File: config.mk
export PLATFORM = sky130hd
export DESIGN_NAME = node_span_scheduler_flat
export DESIGN_NICKNAME = d
export VERILOG_FILES = /design/src/rtl/node_span_scheduler_if.sv /design/src/rtl/node_span_scheduler.sv /design/src/flat_wrapper.sv
export SDC_FILE = /design/constraint.sdc
export NUM_CORES = 1
export LEC_CHECK = 0
export CAP_MARGIN = 20
export CELL_PAD_IN_SITES_DETAIL_PLACEMENT = 2
export CELL_PAD_IN_SITES_GLOBAL_PLACEMENT = 2
export CORE_MARGIN = 5
export CORE_UTILIZATION = 40
export CTS_BUF_LIST = sky130_fd_sc_hd__clkbuf_16
export CTS_CLUSTER_DIAMETER = 100
export DETAILED_ROUTE_END_ITERATION = 7
export HOLD_SLACK_MARGIN = 0.06
export PLACE_DENSITY_LB_ADDON = 0.08
export SYNTH_ARGS = -nofsm -noshare
export SYNTH_HDL_FRONTEND = slang
export SYNTH_SLANG_ARGS = --single-unit
File: constraint.sdc
create_clock -name clk -period 15.1 [get_ports clk]
set_clock_uncertainty 0.2 [all_clocks]
set_input_delay 1.51 -clock clk [delete_from_list [all_inputs] [get_ports clk]]
set_output_delay 1.51 -clock clk [all_outputs]
set_load 0.05 [all_outputs]
File: src/rtl/node_span_scheduler_if.sv
// Rope-node scheduler bus: node positions, video timing in,
// per-line span status and pixel hit out.
interface node_span_scheduler_if #(
   parameter int NODES = 20
);
   logic [NODES*10-1:0] nodes_x;
   logic [NODES*10-1:0] nodes_y;
   logic                frame_start;
   logic                line_start;
   logic [9:0]          next_y;
   logic                video_on;
   logic [9:0]          pix_x;
   logic                hit;
   logic                busy;
   logic [2:0]          span_count;
   logic                overflow;

   modport master (
      output nodes_x, nodes_y, frame_start, line_start,
      output next_y, video_on, pix_x,
      input  hit, busy, span_count, overflow
   );

   modport slave (
      input  nodes_x, nodes_y, frame_start, line_start,
      input  next_y, video_on, pix_x,
      output hit, busy, span_count, overflow
   );
endinterface

File: src/rtl/node_span_scheduler.sv
// Per-scanline span builder for rope-node circles: scans all nodes
// during hblank, then tests each pixel against the stored spans.
module node_span_scheduler #(
   parameter int NODES     = 20,
   parameter int RADIUS    = 10,
   parameter int MAX_SPANS = 4
) (
   input  logic                   clk,
   input  logic                   reset,
   node_span_scheduler_if.slave   bus
);

   localparam int IW = (NODES > 1) ? $clog2(NODES) : 1;

   localparam logic [1:0] ST_IDLE = 2'd0;
   localparam logic [1:0] ST_SCAN = 2'd1;
   localparam logic [1:0] ST_DONE = 2'd2;

   localparam logic [2:0]    MS   = 3'(MAX_SPANS);
   localparam logic [IW-1:0] LAST = IW'(NODES - 1);
   localparam logic [10:0]   RAD  = 11'(RADIUS);

   logic [1:0]    r_state;
   logic [IW-1:0] r_idx;
   logic [9:0]    r_line_y;
   logic          r_pending;
   logic [2:0]    r_cnt;
   logic          r_ovf;
   logic          r_hit;
   logic [9:0]    r_sx [NODES];
   logic [9:0]    r_sy [NODES];
   logic [9:0]    r_lo [MAX_SPANS];
   logic [9:0]    r_hi [MAX_SPANS];

   logic [9:0]  w_sx;
   logic [9:0]  w_sy;
   logic [10:0] w_dy;
   logic        w_in;
   logic [9:0]  w_hw;
   logic [9:0]  w_lo;
   logic [10:0] w_sum;
   logic [9:0]  w_hi;
   logic        w_done;
   logic        w_cap;
   logic        w_match;

   // floor(sqrt(100 - dy^2)) for a radius-10 circle
   function automatic logic [9:0] f_hw(input logic [3:0] dy);
      case (dy)
         4'd0:    f_hw = 10'd10;
         4'd1:    f_hw = 10'd9;
         4'd2:    f_hw = 10'd9;
         4'd3:    f_hw = 10'd9;
         4'd4:    f_hw = 10'd9;
         4'd5:    f_hw = 10'd8;
         4'd6:    f_hw = 10'd8;
         4'd7:    f_hw = 10'd7;
         4'd8:    f_hw = 10'd6;
         4'd9:    f_hw = 10'd4;
         default: f_hw = 10'd0;
      endcase
   endfunction

   assign w_sx = r_sx[r_idx];
   assign w_sy = r_sy[r_idx];

   always_comb begin
      w_dy = 11'd0;
      if (w_sy >= r_line_y)
         w_dy = {1'b0, w_sy} - {1'b0, r_line_y};
      else
         w_dy = {1'b0, r_line_y} - {1'b0, w_sy};
   end

   assign w_in  = (w_dy <= RAD);
   assign w_hw  = f_hw(w_dy[3:0]);
   assign w_lo  = (w_sx < w_hw) ? 10'd0 : (w_sx - w_hw);
   assign w_sum = {1'b0, w_sx} + {1'b0, w_hw};
   assign w_hi  = w_sum[10] ? 10'h3FF : w_sum[9:0];

   assign w_done = (r_state == ST_SCAN) && (r_idx == LAST)
                   && !bus.line_start;
   assign w_cap  = (bus.frame_start && (r_state != ST_SCAN))
                   || (w_done && (r_pending || bus.frame_start));

   // Scan sequencing and span buffer fill
   always_ff @(posedge clk or negedge reset) begin
      if (!reset) begin
         r_state  <= ST_IDLE;
         r_idx    <= '0;
         r_line_y <= '0;
         r_cnt    <= '0;
         r_ovf    <= 1'b0;
         for (int k = 0; k < MAX_SPANS; k++) begin
            r_lo[k] <= '0;
            r_hi[k] <= '0;
         end
      end else if (bus.line_start) begin
         r_state  <= ST_SCAN;
         r_idx    <= '0;
         r_line_y <= bus.next_y;
         r_cnt    <= '0;
         r_ovf    <= 1'b0;
      end else if (r_state == ST_SCAN) begin
         if (w_in) begin
            if (r_cnt < MS) begin
               for (int k = 0; k < MAX_SPANS; k++) begin
                  if (3'(k) == r_cnt) begin
                     r_lo[k] <= w_lo;
                     r_hi[k] <= w_hi;
                  end
               end
               r_cnt <= r_cnt + 3'd1;
            end else begin
               r_ovf <= 1'b1;
            end
         end
         if (r_idx == LAST) begin
            r_state <= ST_DONE;
            r_idx   <= '0;
         end else begin
            r_idx <= r_idx + IW'(1);
         end
      end
   end

   // A frame_start mid-scan defers the capture to the end of the scan
   always_ff @(posedge clk or negedge reset) begin
      if (!reset) begin
         r_pending <= 1'b0;
         for (int i = 0; i < NODES; i++) begin
            r_sx[i] <= '0;
            r_sy[i] <= '0;
         end
      end else begin
         if (w_cap) begin
            r_pending <= 1'b0;
            for (int i = 0; i < NODES; i++) begin
               r_sx[i] <= bus.nodes_x[i*10 +: 10];
               r_sy[i] <= bus.nodes_y[i*10 +: 10];
            end
         end else if (bus.frame_start && (r_state == ST_SCAN)) begin
            r_pending <= 1'b1;
         end
      end
   end

   always_comb begin
      w_match = 1'b0;
      for (int k = 0; k < MAX_SPANS; k++) begin
         if ((3'(k) < r_cnt) && (bus.pix_x >= r_lo[k])
             && (bus.pix_x <= r_hi[k]))
            w_match = 1'b1;
      end
   end

   always_ff @(posedge clk or negedge reset) begin
      if (!reset)
         r_hit <= 1'b0;
      else
         r_hit <= bus.video_on && (r_state == ST_DONE) && w_match;
   end

   assign bus.hit        = r_hit;
   assign bus.busy       = (r_state == ST_SCAN);
   assign bus.span_count = r_cnt;
   assign bus.overflow   = r_ovf;

endmodule

File: src/flat_wrapper.sv
// flat-port wrapper written by rule: the top's interface ports become plain ports
module node_span_scheduler_flat 
#(
   parameter int NODES     = 20,
   parameter int RADIUS    = 10,
   parameter int MAX_SPANS = 4
)
  (clk, reset, bus_nodes_x, bus_nodes_y, bus_frame_start, bus_line_start, bus_next_y, bus_video_on, bus_pix_x, bus_hit, bus_busy, bus_span_count, bus_overflow);
  node_span_scheduler_if #(.NODES(NODES)) bus_i ();
  input  logic clk;
  input  logic reset;
  input wire logic [$bits(bus_i.nodes_x)-1:0] bus_nodes_x;
  input wire logic [$bits(bus_i.nodes_y)-1:0] bus_nodes_y;
  input wire logic [$bits(bus_i.frame_start)-1:0] bus_frame_start;
  input wire logic [$bits(bus_i.line_start)-1:0] bus_line_start;
  input wire logic [$bits(bus_i.next_y)-1:0] bus_next_y;
  input wire logic [$bits(bus_i.video_on)-1:0] bus_video_on;
  input wire logic [$bits(bus_i.pix_x)-1:0] bus_pix_x;
  output wire logic [$bits(bus_i.hit)-1:0] bus_hit;
  output wire logic [$bits(bus_i.busy)-1:0] bus_busy;
  output wire logic [$bits(bus_i.span_count)-1:0] bus_span_count;
  output wire logic [$bits(bus_i.overflow)-1:0] bus_overflow;
  assign bus_i.nodes_x = bus_nodes_x;
  assign bus_i.nodes_y = bus_nodes_y;
  assign bus_i.frame_start = bus_frame_start;
  assign bus_i.line_start = bus_line_start;
  assign bus_i.next_y = bus_next_y;
  assign bus_i.video_on = bus_video_on;
  assign bus_i.pix_x = bus_pix_x;
  assign bus_hit = bus_i.hit;
  assign bus_busy = bus_i.busy;
  assign bus_span_count = bus_i.span_count;
  assign bus_overflow = bus_i.overflow;
  node_span_scheduler #(.NODES(NODES), .RADIUS(RADIUS), .MAX_SPANS(MAX_SPANS)) u_core (.clk(clk), .reset(reset), .bus(bus_i));
endmodule
==> results.ini <==
[run_status]
status = completed

[global_route]
grt_overflow_total = 0
antenna_found_initial = 46
grt_max_degree = 201
grt_pass1_wl_um = 135800
grt_use_total_pct = 25.25
grt_pass1_vias = 21209

[min_path]
hp-class = reg -> reg
hold-path-cell-count = 1

[cts]
cts_resized = 0
clk_latency_ns = 0.65
htreeDepth = 2
cts_tree = built
cts.path.max_buffers = 3
cts.clk_slew.worst_paths_ns = 0.06
numClockSinks = 503
cts_buffers = 57
cts_root_buf = clkbuf_16
post_cts_buffers = 0
postCtsHoldBufs = 0

[timing]
hold_viol = 0
fmax_mhz = 117.0
rsz0062_at_grt = no
period_needed_ns = 8.549
finalCritPeriodShare_pct = 56.62
worst-slew-pin-transition_ns = 1.203
setup_violations = 0
maxSlewHeadroom_pct = 19.78
slew_viol_final = 0
setup_slack_ns = 6.551
tns_ns = 0

[synthesis]
synth_largest_area_cell = dfrtp_1
synth-async-reset-ratio_pct = 100.0
synth_fp_nets = 2500
ys.flop_type = dfrtp_1
ys_types = 74
yosys.area.top_type_share_pct = 48.24
synth_edf_count = 0
yosysWarnings = 0
ys_top_cells_by_count = dfrtp_1, mux2_2, ha_1, inv_1, mux4_2
syn_area_per_cell_um2 = 13.35
ys_ff_latch = 503
post-synth-top-count-cell = dfrtp_1
synthTopCellsByArea = dfrtp_1, mux2_2, mux4_2, ha_1, mux2i_1
syn-cell-area_um2 = 26090
ys_seq_area_share_pct = 48.24
syn_inst = 1954

[floorplan]
ios = 431
die_area_um2 = 70440
core_um2 = 64580
initial_core_util_pct = 40.40
die_h_um = 265.4
fp.dieW_um = 265.4
rows = 93

[route]
drt-pass1-iter-count = 4
ant_nets = 0
avgRoutedWirePerCell_um = 27.57
num_vias = 17829
drc = 0
drt_iter0_drc = 964
wl_um = 90840
vias_per_cell = 5.411

[critical_path]
path_class = reg -> reg
critPathRequiredTime_ns = 15.41
cp-startpoint = u_core.r_idx[1]
worstPathArrival_ns = 8.86
r2r_end = u_core.r_lo[24]
ff2ff_path_depth = 23
rr_startpoint = u_core.r_idx[1]
rrSetupSlack_ns = 6.55
start_kind = flop
setup.worst_path.end = u_core.r_lo[24]
path_max_fanout = 56
endpoint_kind = flop

[pwr]
peakVddDrop_v = 0.00009745
power_density_nw_per_um2 = 130.7
intPower_mw = 2.936
power_frac_seq_pct = 38.9
p_switching_mw = 1.398
comb_power_share_pct = 29.4
switching_share_pct = 32.26
power_frac_clock_pct = 31.7
p_leak_nw = 14.21

[place]
portBuffers = 430
globalplace.congestion = 0.8373
dp.final_hpwl_um = 66480
placed_area_um2 = 31190
dp_slack_ns = 6.612
dp.cells = 3157

[finish]
layout.cells.non_filler = 3295
fin_area_um2 = 33150
area_growth_pct = 27.06
fillCellCount = 6077
final_core_util_pct = 51.33
nets = 2909
drive_gt1_share_pct = 29.16

[job]
drv_cap = 0

## kinds of logic after synthesis
logic type | count (synthesis) | synth area share, %
AND/OR/NAND/NOR | 234 | 4.743
adder cells (fa/ha/maj) | 121 | 5.918
flip-flops | 503 | 48.24
AO/OA/AOI/OAI | 227 | 5.707
buffers and inverters | 220 | 3.664
XOR/XNOR | 14 | 0.4700
multiplexers | 635 | 31.26
## per-layer routing
| metal | routed length (µm) | share of wire, % | global-route usage [%] | up-vias |
|---|---|---|---|---|
| met3 | 4659 | 5.1 | 5.901 | 155 |
| met5 | 194 | 0.21 | 0 | - |
| met1 | 36940 | 41 | 31.47 | 9328 |
| met2 | 46400 | 51 | 43.43 | 380 |
| met4 | 2642 | 2.9 | 8.587 | 30 |
| li1 | - | - | - | 7936 |
## worst max-delay path, stage by stage, from the launching register on
cell and delay (ns):
dfrtp_4 0.81, buf_4 0.81, mux4_2 0.41, mux2i_1 0.22
nor2_1 0.07, a21oi_1 0.33, o22a_1 0.21, inv_1 0.05
ha_1 0.50, and2_1 0.27, nand4_1 0.19, o31ai_1 0.72
nor4b_1 0.15, o21ai_0 0.44, nand2_1 0.22, a211oi_1 0.33
ha_1 0.26, fa_1 0.23, o21bai_1 0.09, a21oi_1 0.39
nand3_2 0.18, or4_1 0.75, and2_4 0.26, mux2_4 0.26
## how the worst min path moves through the flow
stage / to / slack (ns) / from
final: u_core.r_hi[27] / 0.29 / u_core.r_hi[27]
after floorplan: u_core.bus.hit / 0.24 / u_core.r_state[0]
after CTS: u_core.r_hi[27] / 0.29 / u_core.r_hi[27]
after global placement: u_core.r_hi[17] / 0.27 / u_core.r_hi[17]
after global routing: u_core.r_hi[27] / 0.32 / u_core.r_hi[27]
after detailed placement: u_core.r_hi[27] / 0.28 / u_core.r_hi[27]
## per-stage QoR
step                hold WS, ns  total power, mW
floorplan                0.2390            2.465
global placement         0.2696            2.878
detailed placement       0.2799            2.961
CTS                      0.2929            4.371
global route             0.3156            4.563
finish                   0.2872            4.334
## cells in the final DEF (no fill, tap or decap), drive strengths merged, types with 5 or more instances in the layout
master and instances:
o21a 15, nor4 9, a211oi 9, nor3 10
nand4 11, clkbuf 58, clkdlybuf4s50 429, mux4 87
a31oi 8, diode 29, o211ai 7, inv 127
or3 5, buf 24, nor2 64, mux2 499
nand3b 5, xnor2 5, nand2b 19, dfrtp 503
mux2i 49, xor2 9, o21ai 51, nor2b 24
nand2 54, clkinv 31, o22a 12, ha 117
a21o 23, and2 9, a21oi 67, nand3 11
## registers in the layout, indices dropped and copies added (netlist names)
signal                 flops
u_core.bus.hit             1
u_core.r_state             2
u_core.bus.overflow        1
u_core.r_lo               40
u_core.r_pending           1
u_core.r_sy              200
u_core.r_line_y           10
u_core.r_sx              200
u_core.r_hi               40
u_core.r_idx               5
u_core.bus.span_count      3
## power by group through the flow
stage,clock [mW],sequential [mW],combinational (mW)
finish,1.38,1.68,1.27
global route,1.47,1.71,1.39
CTS,1.41,1.68,1.28
detailed placement,0,1.70,1.26
global placement,0,1.68,1.19
floorplan,0,1.64,0.826
## area by class of cell
type	instances	area (µm²)	share of cell area, %
Sequential cell	503	12600	38.00
Multi-Input combinational cell	1231	12590	37.98
Timing Repair Buffer	453	4547	13.72
Clock buffer	58	1451	4.378
Tap cell	855	1070	3.227
Inverter	117	439.2	1.325
Clock inverter	49	382.9	1.155
Antenna cell	29	72.57	0.2189
Power figures use the tool's default switching activity.
